[config.mk]
export PLATFORM = sky130hd
export DESIGN_NAME = injector_pulse_gen_flat
export DESIGN_NICKNAME = d
export VERILOG_FILES = /design/src/rtl/ecu_pkg.sv /design/src/rtl/injector_pulse_gen_if.sv /design/src/rtl/injector_pulse_gen_down_counter.sv /design/src/rtl/injector_pulse_gen.sv /design/src/flat_wrapper.sv
export SDC_FILE = /design/constraint.sdc
export NUM_CORES = 1
export LEC_CHECK = 0
export CAP_MARGIN = 20
export CORE_MARGIN = 8
export CORE_UTILIZATION = 60
export DETAILED_ROUTE_END_ITERATION = 6
export GPL_TIMING_DRIVEN = 0
export PLACE_DENSITY = 0.86
export SLEW_MARGIN = 5
export SYNTH_ARGS = -nofsm -noshare
export SYNTH_HDL_FRONTEND = slang
export SYNTH_HIERARCHICAL = 1
export SYNTH_SLANG_ARGS = --single-unit
[constraint.sdc]
create_clock -name i_clock -period 7.76 [get_ports i_clock]
set_input_delay 1.552 -clock i_clock [delete_from_list [all_inputs] [get_ports i_clock]]
set_output_delay 1.552 -clock i_clock [all_outputs]
set_load 0.03 [all_outputs]
[src/rtl/ecu_pkg.sv]
// Shared ECU definitions: pulse generator state encoding and common counter sizing.
package ecu_pkg;

  localparam int unsigned c_DEFAULT_WIDTH   = 16;
  localparam int unsigned c_DEFAULT_MIN_OFF = 4;

  typedef enum logic [1:0] {
    IDLE   = 2'd0,
    DELAY  = 2'd1,
    ACTIVE = 2'd2,
    OFF    = 2'd3
  } pulse_state_t;

endpackage

[src/rtl/injector_pulse_gen_if.sv]
// Scheduler <-> injector pulse generator request/status bundle.
interface injector_pulse_gen_if #(
  parameter int unsigned c_WIDTH = ecu_pkg::c_DEFAULT_WIDTH
);

  logic               i_trigger;
  logic [c_WIDTH-1:0] i_delay;
  logic [c_WIDTH-1:0] i_width;
  logic               i_abort;
  logic               o_enable;
  logic               o_busy;
  logic               o_done;
  logic               o_missed;

  modport master (
    output i_trigger, i_delay, i_width, i_abort,
    input  o_enable, o_busy, o_done, o_missed
  );

  modport slave (
    input  i_trigger, i_delay, i_width, i_abort,
    output o_enable, o_busy, o_done, o_missed
  );

endinterface

[src/rtl/injector_pulse_gen_down_counter.sv]
// Loadable saturating down counter; holds at zero instead of wrapping.
module down_counter #(
  parameter int unsigned c_WIDTH = ecu_pkg::c_DEFAULT_WIDTH
) (
  input  logic               i_clock,
  input  logic               i_reset_n,
  input  logic               i_load,
  input  logic [c_WIDTH-1:0] i_value,
  input  logic               i_enable,
  output logic               o_zero_c
);

  logic [c_WIDTH-1:0] r_count;

  always_ff @(posedge i_clock or negedge i_reset_n) begin
    if (!i_reset_n) begin
      r_count <= '0;
    end else if (i_load) begin
      r_count <= i_value;
    end else if (i_enable && (r_count != '0)) begin
      r_count <= r_count - c_WIDTH'(1);
    end
  end

  assign o_zero_c = (r_count == '0);

endmodule

[src/rtl/injector_pulse_gen.sv]
// Injector enable pulse: programmable start delay and width, enforced low time
// after each pulse, synchronous abort; all outputs registered.
module injector_pulse_gen #(
  parameter int unsigned c_WIDTH   = ecu_pkg::c_DEFAULT_WIDTH,
  parameter int unsigned c_MIN_OFF = ecu_pkg::c_DEFAULT_MIN_OFF
) (
  input  logic                 i_clock,
  input  logic                 i_reset_n,
  injector_pulse_gen_if.slave  bus
);

  import ecu_pkg::*;

  localparam logic [c_WIDTH-1:0] c_OFF_LOAD = c_WIDTH'(c_MIN_OFF - 1);

  pulse_state_t       r_state;
  pulse_state_t       w_state_nxt;
  logic               r_enable;
  logic               r_busy;
  logic               r_done;
  logic               r_missed;
  logic               w_enable_nxt;
  logic               w_done_nxt;
  logic               w_missed_nxt;

  logic               w_dly_load;
  logic [c_WIDTH-1:0] w_dly_value;
  logic               w_dly_dec;
  logic               w_dly_zero;
  logic               w_wid_load;
  logic [c_WIDTH-1:0] w_wid_value;
  logic               w_wid_dec;
  logic               w_wid_zero;

  // Delay counter doubles as the OFF-time timer.
  down_counter #(.c_WIDTH(c_WIDTH)) u_delay_cnt (
    .i_clock  (i_clock),
    .i_reset_n(i_reset_n),
    .i_load   (w_dly_load),
    .i_value  (w_dly_value),
    .i_enable (w_dly_dec),
    .o_zero_c (w_dly_zero)
  );

  // Width counter holds remaining high cycles minus one, so zero marks the last cycle.
  down_counter #(.c_WIDTH(c_WIDTH)) u_width_cnt (
    .i_clock  (i_clock),
    .i_reset_n(i_reset_n),
    .i_load   (w_wid_load),
    .i_value  (w_wid_value),
    .i_enable (w_wid_dec),
    .o_zero_c (w_wid_zero)
  );

  always_ff @(posedge i_clock or negedge i_reset_n) begin
    if (!i_reset_n) begin
      r_state  <= IDLE;
      r_enable <= 1'b0;
      r_busy   <= 1'b0;
      r_done   <= 1'b0;
      r_missed <= 1'b0;
    end else begin
      r_state  <= w_state_nxt;
      r_enable <= w_enable_nxt;
      r_busy   <= (w_state_nxt != IDLE);
      r_done   <= w_done_nxt;
      r_missed <= w_missed_nxt;
    end
  end

  always_comb begin
    w_state_nxt  = r_state;
    w_enable_nxt = 1'b0;
    w_done_nxt   = 1'b0;
    w_missed_nxt = bus.i_trigger && (r_state != IDLE);
    w_dly_load   = 1'b0;
    w_dly_value  = '0;
    w_dly_dec    = 1'b0;
    w_wid_load   = 1'b0;
    w_wid_value  = '0;
    w_wid_dec    = 1'b0;

    unique case (r_state)
      IDLE: begin
        // Abort alongside a trigger discards the request silently.
        if (bus.i_trigger && !bus.i_abort) begin
          if (bus.i_width == '0) begin
            w_done_nxt = 1'b1;
          end else begin
            w_state_nxt = DELAY;
            w_dly_load  = 1'b1;
            w_dly_value = bus.i_delay;
            w_wid_load  = 1'b1;
            w_wid_value = bus.i_width - c_WIDTH'(1);
          end
        end
      end
      DELAY: begin
        if (bus.i_abort) begin
          w_state_nxt = OFF;
          w_dly_load  = 1'b1;
          w_dly_value = c_OFF_LOAD;
        end else if (w_dly_zero) begin
          w_state_nxt  = ACTIVE;
          w_enable_nxt = 1'b1;
        end else begin
          w_dly_dec = 1'b1;
        end
      end
      ACTIVE: begin
        if (bus.i_abort || w_wid_zero) begin
          w_state_nxt = OFF;
          w_done_nxt  = !bus.i_abort;
          w_dly_load  = 1'b1;
          w_dly_value = c_OFF_LOAD;
        end else begin
          w_enable_nxt = 1'b1;
          w_wid_dec    = 1'b1;
        end
      end
      OFF: begin
        if (w_dly_zero) begin
          w_state_nxt = IDLE;
        end else begin
          w_dly_dec = 1'b1;
        end
      end
      default: begin
        w_state_nxt = IDLE;
      end
    endcase
  end

  assign bus.o_enable = r_enable;
  assign bus.o_busy   = r_busy;
  assign bus.o_done   = r_done;
  assign bus.o_missed = r_missed;

endmodule

[src/flat_wrapper.sv]
// flat-port wrapper written by rule: the top's interface ports become plain ports
module injector_pulse_gen_flat import ecu_pkg::*;
#(
  parameter int unsigned c_WIDTH   = ecu_pkg::c_DEFAULT_WIDTH,
  parameter int unsigned c_MIN_OFF = ecu_pkg::c_DEFAULT_MIN_OFF
)
  (i_clock, i_reset_n, bus_i_trigger, bus_i_delay, bus_i_width, bus_i_abort, bus_o_enable, bus_o_busy, bus_o_done, bus_o_missed);
  injector_pulse_gen_if #(.c_WIDTH(c_WIDTH)) bus_i ();
  input  logic i_clock;
  input  logic i_reset_n;
  input wire logic [$bits(bus_i.i_trigger)-1:0] bus_i_trigger;
  input wire logic [$bits(bus_i.i_delay)-1:0] bus_i_delay;
  input wire logic [$bits(bus_i.i_width)-1:0] bus_i_width;
  input wire logic [$bits(bus_i.i_abort)-1:0] bus_i_abort;
  output wire logic [$bits(bus_i.o_enable)-1:0] bus_o_enable;
  output wire logic [$bits(bus_i.o_busy)-1:0] bus_o_busy;
  output wire logic [$bits(bus_i.o_done)-1:0] bus_o_done;
  output wire logic [$bits(bus_i.o_missed)-1:0] bus_o_missed;
  assign bus_i.i_trigger = bus_i_trigger;
  assign bus_i.i_delay = bus_i_delay;
  assign bus_i.i_width = bus_i_width;
  assign bus_i.i_abort = bus_i_abort;
  assign bus_o_enable = bus_i.o_enable;
  assign bus_o_busy = bus_i.o_busy;
  assign bus_o_done = bus_i.o_done;
  assign bus_o_missed = bus_i.o_missed;
  injector_pulse_gen #(.c_WIDTH(c_WIDTH), .c_MIN_OFF(c_MIN_OFF)) u_core (.i_clock(i_clock), .i_reset_n(i_reset_n), .bus(bus_i));
endmodule
==> results.md, run 1 <==
- Status: completed
- Area after DPL: around 3500 µm²
- Largest cells by area after synthesis: dfrtp_1 (32%), nor2_1 (5.7%), and2_1 (4.2%), nand2_1 (4.1%), a21oi_1 (3.7%)
- CP arrival: between 4 and 5 ns
- Total Routing Usage GR: 0.221
- List of most frequent post-synthesis cells: nor2_1 (46), dfrtp_1 (38), nand2_1 (33)
- Hold Path End: u_core/u_width_cnt/r_count[10]$_DFFE_PN0P_
- DR vias: 2954
- CP delay by family, top: buffers and inverters
- Synth cell types: 48
- Setup CP Type: in -> reg
- Final setup vio count: 0
- Yosys top cell by area: dfrtp_1
- First-pass GRT wire length: 13.6 mm
- Seq/Total Area, Yosys: 0.316
- Post-synth top area share: 0.316
- Initial antenna violation count: 0
- Reg2Reg Capture Point: u_core/u_delay_cnt/r_count[1]$_DFFE_PN0P_
- CP Launch Type: input pin
- Total iterations of the first detailed-routing run: 5
- # Max-Cap Violations: 0
- Sequence of cells on the critical path: clkdlybuf4s50_1 -> inv_1 -> ha_1 -> nor3b_2 -> and3_1 -> a211oi_2 -> or2_2 -> clkbuf_1 -> inv_1 -> clkbuf_1 -> nor2_1 -> a21oi_1
- Min-delay src: u_core/u_width_cnt/r_count[10]$_DFFE_PN0P_
- Min-Delay Path Class: reg -> reg
- Chip width: 86.8 µm
- Die area: 7530 µm²
- Num rows: 25
- Critical path peak fanout: 10
- Clk_lat worst skew: ~0.30 ns
- Sequential share of power: 0.336
- Post-DP HPWL: 5.80 mm
- Yosys Warn Count: 6
- Slew HR: 0.370
- Maximum number of pins on one net before global-route repair: 39
- Final #Nets: roughly 460
- Post-CTS Hold Fix Bufs: 0
- Final core utilization: 0.756
- Post-Synthesis Cell Area: 3010 µm²
- Sw Share: 0.440
- Critical Path RT: 7.92 ns
- Clk slew on worst S/H paths: about 0.080 ns
- Root Buffer: clkbuf_8
- Wire per inst: ~16 µm
- Final Max Tran Viols: 0
- Count leader, synth: nor2_1
- Final hold violations: 0
- Unrepaired setup endpoints after global routing: false
- TritonCTS clock tree: done
- Worst-margin pin slew: ~0.94 ns
- Main synth FF type: dfrtp_1
- Slowest stage cell on the critical path: clkdlybuf4s50_1
- Total internal power: 0.659 mW
- VDD IR max: about 0.00021 V
- Switching power: slightly above 0.5 mW
- Synthesis-stage register bit count: 38
- 1st-iter DRT viols: 233
- Clock power share: 0.180
- Design Area, Final: 3620 µm²
- Worst hold path cell count: 2
- CTS resizes: 0
- Worst path bufs/invs: 5
- Placed insts: 474
- Antenna fix cells: 0
- Mapped Nets: 412
- Reg-to-reg startpoint: u_core/u_width_cnt/r_count[0]$_DFFE_PN0P_
- Clk_skew: 0.0111 ns
- Share of cells above drive strength 1: 0.0747
- Clock buffer count from CTS: 5
- Combinational share of power: 0.484
- Core Box Area: 4790 µm²
- Starting density of the core: 0.628
- Cells after Synth: 368
- Drt drc: 0
- EDFF count, synth: 0
- Vias in the first global route: 2826
- R2r worst-path depth: 13
- Clock tree sinks: 38
- GRT Residual Overflow: 0
- Final GP Congestion: 0.897
- Cell Pwr Density: 325 nW/µm²
- Syn avg cell area: between 8 and 9 µm²
- Bufs on Longest Clock Path: 2
- Fin cells: 482
- Routed vias/inst: a little over 6
- Leak Pwr: 1.41 nW
- Fin Hold WS: 0.608 ns
- Routed Antenna Nets: 0
- Highest achievable clock rate: 0.222 GHz
- Setup TNS: 0 ns
- Postcts setup bufs: 0
- Register-to-Register Setup Slack: 4.15 ns
- # H-tree levels: 2
- Synthesis-to-finish area growth: 20.3%
- Final Cycle Share: 0.580
- Boundary pin count: 40
- CP max stage delay: 0.55 ns
- Critical path capture point type: flip-flop
- Filler instances: approximately 360
- Final Critical Period: 4.50 ns
- Final WL: around 8 mm
- Ys async rst share: 1.00
- Die Y: 86.8 µm
- PortBufs: 39
-- through the flow --
stage	total power, mW	worst slack [ns]
final	1.18	3.26
after global routing	1.26	3.01
after floorplan	0.788	4.12
after global placement	0.922	3.05
after CTS	1.17	3.31
after detailed placement	0.948	2.99
-- cell families after synthesis --
kind of cell,Yosys count,synth area share
AOI/OAI and AO/OA,82,0.181
xor gates and xnor gates,12,0.0350
adders and majority gates,8,0.0333
buffers and inverters,30,0.0462
DFF,38,0.316
muxes,6,0.0208
and+or+nand+nor,192,0.367
-- worst max path at each step --
stage | endpoint | startpoint | cells after the start | slack, ns
floorplan | u_core/u_delay_cnt/r_count[12]$_DFFE_PN0P_ | bus_i_width[0] | 11 | 4.12
global placement | u_core/u_delay_cnt/r_count[1]$_DFFE_PN0P_ | bus_i_width[0] | 12 | 3.05
detailed placement | u_core/u_delay_cnt/r_count[1]$_DFFE_PN0P_ | bus_i_width[0] | 12 | 2.99
CTS | u_core/u_delay_cnt/r_count[1]$_DFFE_PN0P_ | bus_i_width[0] | 12 | 3.31
global route | u_core/u_delay_cnt/r_count[12]$_DFFE_PN0P_ | bus_i_width[0] | 12 | 3.01
finish | u_core/u_delay_cnt/r_count[1]$_DFFE_PN0P_ | bus_i_width[0] | 12 | 3.26
-- placed cells by master, fill, tap and decap left out, types with 7 or more instances in the layout --
cell,count
inv_1,16
ha_1,8
clkbuf_1,9
o21ai_1,12
a31oi_1,12
nor2_1,46
nand2_1,33
a21oi_1,22
nand4b_1,7
o21ai_0,11
nor4_1,7
nand4_1,9
nor2b_1,10
and2_1,20
or4_1,11
clkdlybuf4s50_1,38
nor3_1,13
dfrtp_1,38
-- worst register-to-register path, cell delays in order, from the launching register on --
cell and delay [ns]:
dfrtp_1 0.39, inv_1 0.10, ha_1 0.21, nor4b_1 0.54, nand4_1 0.35, inv_1 0.21, a21oi_1 0.10, nor3_1 0.34
or2_2 0.17, clkbuf_1 0.34, inv_1 0.19, clkbuf_1 0.30, nor2_1 0.19, a21oi_1 0.06
-- power groups by stage --
stage / clock network [mW] / logic (mW) / registers, mW
floorplan: 0 / 0.416 / 0.373
detailed placement: 0 / 0.555 / 0.393
CTS: 0.213 / 0.562 / 0.391
finish: 0.212 / 0.570 / 0.395
global placement: 0 / 0.535 / 0.387
global route: 0.221 / 0.633 / 0.410
-- layout make-up --
cell class,count,area [µm²],area share
clock inverter,2,60.1,0.0166
multi-input combinational,300,1920,0.530
inverter,17,63.8,0.0176
clock buffer,6,82.6,0.0228
tap,67,83.8,0.0232
sequential,38,951,0.263
timing repair buffer,39,385,0.107
buffer,13,75.1,0.0207
-- flip-flops by register name (all words and copies together) (netlist names) --
name                        cells
u_core/bus.o_missed             1
u_core/bus.o_done               1
u_core/u_delay_cnt/r_count     16
u_core/u_width_cnt/r_count     16
u_core/bus.o_enable             1
u_core/bus.o_busy               1
u_core/r_state                  2
-- per-layer routing --
metal,GRT usage,routed length (µm)
met1,0.281,3560
met2,0.357,3710
met3,0.0548,511
met4,0.0689,93
met5,0,0
No activity file was read; power rests on OpenSTA's default activity.
==> run 2: changes to the inputs <==
CORE_UTILIZATION = 56   (was 60)
PLACE_DENSITY = 0.81   (was 0.86)
clock period = 4.5 ns   (was 7.76 ns; I/O delays follow)
==> run 2 against run 1 <==
Against the previous run:
- hold slack got worse by 0.0013 ns
- final area fell by 1.2%
- worst setup slack got worse by 2.6 ns
- critical path type unchanged
- clock power rose by 16%
- count of clock-buffer cells in the layout did not move
==> results.md, run 2 (synthesized netlist as in run 1, its figures left out) <==
- Unrepaired setup endpoints after global routing: false (unchanged)
- Final core utilization: 0.695 (was 0.756)
- Filler instances: 438 (was 358)
- Crit. path cell count: 12 (unchanged)
- Total Routing Usage GR: 0.199 (was 0.221)
- Area after DPL: 3480 µm² (about the same)
- CP Launch Type: input pin (unchanged)
- Worst hold path cell count: 2 (unchanged)
- # Max-Cap Violations: 0 (unchanged)
- Clk_skew: 0.00901 ns (was 0.0111 ns)
- Most frequent cells in the layout: nor2_1 (46), clkdlybuf4s50_1 (38), dfrtp_1 (38) (unchanged)
- Routed vias/inst: 5.98 (was 6.13)
- Share of cells above drive strength 1: 0.0747 (unchanged)
- Boundary pin count: 40 (unchanged)
- Num rows: 26 (was 25)
- Clock tree sinks: 38 (unchanged)
- Critical path capture point type: flip-flop (unchanged)
- Setup TNS: 0 ns (unchanged)
- DR vias: 2902 (was 2954)
- CP arrival: 4.03 ns (was 4.66 ns)
- Maximum number of pins on one net before global-route repair: 39 (unchanged)
- Final Critical Period: ~3.8 ns
- First-pass GRT wire length: 12.5 mm (was 13.6 mm)
- Die Y: 89.3 µm (was 86.8 µm)
- Die area: 7970 µm² (was 7530 µm²)
- Sequence of cells on the critical path: clkdlybuf4s50_1 -> inv_1 -> ha_1 -> nor3b_2 -> and3_1 -> a211oi_2 -> or2_2 -> clkbuf_1 -> inv_1 -> clkbuf_1 -> nor2_1 -> a31oi_1 (was clkdlybuf4s50_1 -> inv_1 -> ha_1 -> nor3b_2 -> and3_1 -> a211oi_2 -> or2_2 -> clkbuf_1 -> inv_1 -> clkbuf_1 -> nor2_1 -> a21oi_1)
- Min-Delay Path Class: reg -> reg (unchanged)
- Root Buffer: clkbuf_8 (unchanged)
- Routed Antenna Nets: 0 (unchanged)
- Hold Path End: u_core/u_width_cnt/r_count[9]$_DFFE_PN0P_ (was u_core/u_width_cnt/r_count[10]$_DFFE_PN0P_)
- Chip width: 89.3 µm (was 86.8 µm)
- Drt drc: 0 (unchanged)
- Clk slew on worst S/H paths: 0.08 ns (about the same)
- Register-to-Register Setup Slack: 0.98 ns (was 4.15 ns)
- Slew HR: 0.421 (was 0.370)
- Leak Pwr: 1.39 nW (was 1.41 nW)
- TritonCTS clock tree: done (unchanged)
- Slowest stage cell on the critical path: clkdlybuf4s50_1 (unchanged)
- PortBufs: 39 (unchanged)
- Clock buffer count from CTS: 5 (unchanged)
- Post-CTS Hold Fix Bufs: 0 (unchanged)
- Top flop regs: u_core/u_delay_cnt/r_count (16), u_core/u_width_cnt/r_count (16), u_core/r_state (2) (unchanged)
- Critical path peak fanout: 10 (unchanged)
- Postcts setup bufs: 0 (unchanged)
- Reg2Reg Capture Point: u_core/u_delay_cnt/r_count[12]$_DFFE_PN0P_ (was u_core/u_delay_cnt/r_count[1]$_DFFE_PN0P_)
- Post-DP HPWL: 5.61 mm (was 5.80 mm)
- Wire per inst: 15.0 µm (was 16.3 µm)
- Total iterations of the first detailed-routing run: 5 (unchanged)
- Design Area, Final: 3570 µm² (was 3620 µm²)
- Synthesis-to-finish area growth: 18.9% (was 20.3%)
- Worst path bufs/invs: 5 (unchanged)
- CP max stage delay: 0.47 ns (was 0.55 ns)
- Clk_lat worst skew: 0.30 ns (about the same)
- Highest achievable clock rate: between 0.2 and 0.3 GHz
- Core Box Area: 5140 µm² (was 4790 µm²)
- Cell Pwr Density: 523 nW/µm² (was 325 nW/µm²)
- Reg-to-reg startpoint: u_core/u_width_cnt/r_count[0]$_DFFE_PN0P_ (unchanged)
- R2r worst-path depth: 13 (unchanged)
- VDD IR max: 0.000355 V (was 0.000205 V)
- Final WL: 7.26 mm (was 7.87 mm)
- Initial antenna violation count: 0 (unchanged)
- Worst-margin pin slew: 0.869 ns (was 0.938 ns)
- 1st-iter DRT viols: 181 (was 233)
- Bufs on Longest Clock Path: 2 (unchanged)
- Critical Path RT: 4.72 ns (was 7.92 ns)
- Min-delay src: u_core/u_width_cnt/r_count[9]$_DFFE_PN0P_ (was u_core/u_width_cnt/r_count[10]$_DFFE_PN0P_)
- Final Max Tran Viols: 0 (unchanged)
- CTS resizes: 0 (unchanged)
- Antenna fix cells: 0 (unchanged)
- Vias in the first global route: 2733 (was 2826)
- GRT Residual Overflow: 0 (unchanged)
- Starting density of the core: 0.585 (was 0.628)
- CP delay by family, top: buffers and inverters (unchanged)
- Final setup vio count: 0 (unchanged)
- Final GP Congestion: 0.891 (was 0.897)
- Commonest non-fill, non-tap cell in the layout: nor2_1 (unchanged)
- Final Cycle Share: 0.845
- Setup CP Type: in -> reg (unchanged)
- Status: completed (unchanged)
- Final #Nets: 458 (unchanged)
- Final hold violations: 0 (unchanged)
- # H-tree levels: 2 (unchanged)
## run 2: through the flow
step	power, mW	cells	hold slack [ns]	setup slack (ns)
6_report	1.87	485	0.607	0.696
5_1_grt	2.03	485	0.650	0.450
4_1_cts	1.87	485	0.604	0.703
3_5_place_dp	1.62	477	0.589	0.390
3_3_place_gp	1.58	477	0.594	0.455
2_1_floorplan	1.36	368	0.558	1.52
## run 2: worst min-delay path, stage by stage (launching register included)
cell	delay, ns
dfrtp_1	0.42
o41ai_1	0.08
a31oi_1	0.08
## run 2: layer usage
metal,global-route usage,vias to the layer above,wire length [µm]
met4,0.0770,0,161
met3,0.0423,14,446
met1,0.247,1353,3230
met2,0.329,86,3430
li1,-,1449,-
met5,0,-,0
## run 2: how the worst max path moves through the flow
stage / startpoint / to / slack [ns]
6_report: bus_i_width[0] / u_core/u_delay_cnt/r_count[12]$_DFFE_PN0P_ / 0.70
5_1_grt: bus_i_width[0] / u_core/u_delay_cnt/r_count[1]$_DFFE_PN0P_ / 0.45
4_1_cts: bus_i_width[0] / u_core/u_delay_cnt/r_count[12]$_DFFE_PN0P_ / 0.70
3_5_place_dp: bus_i_width[0] / u_core/u_delay_cnt/r_count[12]$_DFFE_PN0P_ / 0.39
3_3_place_gp: bus_i_width[0] / u_core/u_delay_cnt/r_count[12]$_DFFE_PN0P_ / 0.45
2_1_floorplan: bus_i_width[0] / u_core/u_delay_cnt/r_count[12]$_DFFE_PN0P_ / 1.52
## run 2: cell type report
class | count | area [µm²] | share of cell area
multi-input combinational | 300 | 1920 | 0.536
sequential | 38 | 951 | 0.266
timing repair buffer | 39 | 385 | 0.108
tap | 70 | 87.6 | 0.0245
clock buffer | 6 | 82.6 | 0.0231
buffer | 13 | 75.1 | 0.0210
inverter | 17 | 63.8 | 0.0179
clock inverter | 2 | 12.5 | 0.00350
## run 2: where the power goes
part	total [mW]	leakage, nW	internal, mW	switching (mW)
clock	0.246	0.0472	0.123	0.123
sequential	0.672	0.481	0.489	0.183
combinational	0.952	0.857	0.409	0.543
==> run 3: changes to the inputs <==
clock period = 3.85 ns   (was 4.5 ns; I/O delays follow)
==> run 3 against run 2 <==
Against the previous run:
- flip-flop and latch count unchanged
- largest cell class unchanged
- count of clock-buffer cells in the layout unchanged
- hold slack got worse by 0.038 ns
==> results.md, run 3 (synthesized netlist as in run 1, its figures left out) <==
- Clock buffer count from CTS: 5 (unchanged)
- Clk_lat worst skew: 0.30 ns (about the same)
- Final worst slack: 0.261 ns (was 0.696 ns)
- Critical Path RT: 4.06 ns (was 4.72 ns)
- Bufs on Longest Clock Path: 2 (unchanged)
- Clk slew on worst S/H paths: 0.08 ns (about the same)
- Final WL: 7.30 mm (was 7.26 mm)
- Drt drc: 0 (unchanged)
- DR vias: 2927 (was 2902)
- Final Critical Period: 3.59 ns
- CP Launch Type: input pin (unchanged)
- VDD IR max: 0.000413 V (was 0.000355 V)
- Starting density of the core: 0.585 (unchanged)
- GRT Residual Overflow: 0 (unchanged)
- Critical path capture point type: flip-flop (unchanged)
- Min-Delay Path Class: in -> async (was reg -> reg)
- # Max-Cap Violations: 0 (unchanged)
- Slew HR: 0.418 (was 0.421)
- Final Cycle Share: 0.932
- M3 GR Usage: 0.0423 (unchanged)
- CP delay by family, top: buffers and inverters (unchanged)
- Root Buffer: clkbuf_8 (unchanged)
- Antenna fix cells: 0 (unchanged)
- 1st-iter DRT viols: 176 (was 181)
- Placement Setup Slack: -0.130 ns (was 0.390 ns)
- Tot Pwr: 2.19 mW (was 1.87 mW)
- Most frequent cells in the layout: nor2_1 (46), clkdlybuf4s50_1 (38), dfrtp_1 (38) (unchanged)
- Met2 Use GR: 0.329 (unchanged)
- Routed vias/inst: 6.05 (was 5.98)
- Unrepaired setup endpoints after global routing: false (unchanged)
- Post-DP HPWL: 5.61 mm (unchanged)
- Maximum number of pins on one net before global-route repair: 39 (unchanged)
- Commonest non-fill, non-tap cell in the layout: nor2_1 (unchanged)
- CP arrival: 3.80 ns (was 4.03 ns)
- Reg2Reg Capture Point: u_core/u_width_cnt/r_count[11]$_DFFE_PN0P_ (was u_core/u_delay_cnt/r_count[12]$_DFFE_PN0P_)
- Gr busiest metal: met2 (unchanged)
- Leak Pwr: 1.38 nW (was 1.39 nW)
- Worst path bufs/invs: 7 (was 5)
- Met1 Usage GRT: 0.247 (unchanged)
- Total Routing Usage GR: 0.199 (unchanged)
- Clock tree sinks: 38 (unchanged)
- PortBufs: 39 (unchanged)
- Die area: 7970 µm² (unchanged)
- Final hold violations: 0 (unchanged)
- CTS resizes: 0 (unchanged)
- Worst-margin pin slew: 0.873 ns (was 0.869 ns)
- Postcts setup bufs: 0 (unchanged)
- Num rows: 26 (unchanged)
- First-pass GRT wire length: 12.5 mm (unchanged)
- Routed Antenna Nets: 0 (unchanged)
- Final setup vio count: 0 (unchanged)
- R2r worst-path depth: 10 (was 13)
- Filler instances: 435 (was 438)
- Synthesis-to-finish area growth: 19.2% (was 18.9%)
- CP max stage delay: 0.48 ns (was 0.47 ns)
- Chip width: 89.3 µm (unchanged)
- TritonCTS clock tree: done (unchanged)
- Die Y: 89.3 µm (unchanged)
- Share of cells above drive strength 1: 0.0773 (was 0.0747)
- Final Max Tran Viols: 0 (unchanged)
- Top flop regs: u_core/u_delay_cnt/r_count (16), u_core/u_width_cnt/r_count (16), u_core/r_state (2) (unchanged)
- Vias in the first global route: 2733 (unchanged)
- Cell Pwr Density: 612 nW/µm² (was 523 nW/µm²)
- Post-CTS Hold Fix Bufs: 0 (unchanged)
- Status: completed (unchanged)
- Final #Nets: 457 (was 458)
- Total iterations of the first detailed-routing run: 5 (unchanged)
- Clk_skew: 0.00954 ns (was 0.00901 ns)
- Wire per inst: 15.1 µm (was 15.0 µm)
- Register-to-Register Setup Slack: 0.51 ns (was 0.98 ns)
- Setup CP Type: in -> reg (unchanged)
- Final GP Congestion: 0.891 (unchanged)
- Setup TNS: 0 ns (unchanged)
- # H-tree levels: 2 (unchanged)
- Initial antenna violation count: 0 (unchanged)
- Critical path peak fanout: 10 (unchanged)
- Highest achievable clock rate: between 0.2 and 0.3 GHz
- Slowest stage cell on the critical path: clkdlybuf4s50_1 (unchanged)
- Sequence of cells on the critical path: clkdlybuf4s50_1 -> inv_1 -> ha_1 -> nor3b_2 -> and3_1 -> a21o_1 -> buf_4 -> inv_2 -> clkbuf_1 -> inv_1 -> clkbuf_1 -> nor2_1 -> a31oi_1 (was clkdlybuf4s50_1 -> inv_1 -> ha_1 -> nor3b_2 -> and3_1 -> a211oi_2 -> or2_2 -> clkbuf_1 -> inv_1 -> clkbuf_1 -> nor2_1 -> a31oi_1)
- Reg-to-reg startpoint: u_core/u_width_cnt/r_count[0]$_DFFE_PN0P_ (unchanged)
- Boundary pin count: 40 (unchanged)
- Core Box Area: 5140 µm² (unchanged)
[run 3: cell count changes in the layout (fill, tap and decap cells not counted), sizes merged]
| cell | before | now |
|---|---|---|
| clkbuf | 15 | 14 |
[run 3: final cells by class]
| class | count | area, µm² | share of cell area |
|---|---|---|---|
| repair buffers | 39 | 385 | 0.108 |
| clock buffers | 6 | 82.6 | 0.0230 |
| multi-input cells | 300 | 1930 | 0.539 |
| well taps | 70 | 87.6 | 0.0244 |
| flip-flops and latches | 38 | 951 | 0.265 |
| clock inverters | 2 | 12.5 | 0.00349 |
| plain buffers | 12 | 71.3 | 0.0199 |
| inverters | 17 | 63.8 | 0.0178 |
[run 3: layer usage]
layer | share of wire | wire [µm] | vias up
met5 | 0 | 0 | -
met1 | 0.45 | 3280 | 1372
met3 | 0.057 | 419 | 18
met4 | 0.021 | 153 | 0
li1 | - | - | 1444
met2 | 0.47 | 3440 | 93
[run 3: how the worst max path moves through the flow]
stage,endpoint,slack (ns),cells past startpoint,from
floorplan,u_core/u_delay_cnt/r_count[12]$_DFFE_PN0P_,1.0,11,bus_i_width[0]
global placement,u_core/u_delay_cnt/r_count[12]$_DFFE_PN0P_,-0.07,12,bus_i_width[0]
finish,u_core/u_width_cnt/r_count[12]$_DFFE_PN0P_,0.26,13,bus_i_width[0]
detailed placement,u_core/u_delay_cnt/r_count[12]$_DFFE_PN0P_,-0.13,12,bus_i_width[0]
global route,u_core/u_width_cnt/r_count[12]$_DFFE_PN0P_,0.02,13,bus_i_width[0]
CTS,u_core/u_delay_cnt/r_count[12]$_DFFE_PN0P_,0.18,12,bus_i_width[0]
[run 3: power breakdown]
group | internal, mW | switching (mW)
combinational | 0.479 | 0.637
sequential | 0.571 | 0.217
clock | 0.144 | 0.144
[run 3: metrics by stage]
stage / area [µm²] / std cells / hold slack [ns] / utilization
final: 3580 / 484 / 0.569 / 0.697
after global routing: 3580 / 484 / 0.650 / 0.697
after CTS: 3570 / 485 / 0.601 / 0.695
after detailed placement: 3480 / 477 / 0.589 / 0.677
after global placement: 3480 / 477 / 0.594 / 0.678
after floorplan: 3010 / 368 / 0.474 / -
[run 3: worst register-to-register path, cell delays in order (launching register included)]
cell     delay [ns]
dfrtp_1        0.37
inv_1          0.07
ha_1           0.23
nor4b_2        0.19
nand4_1        0.23
inv_1          0.11
nor3_1         0.65
nor4b_1        0.45
nand2_1        0.24
or4_1          0.51
a31oi_1        0.19
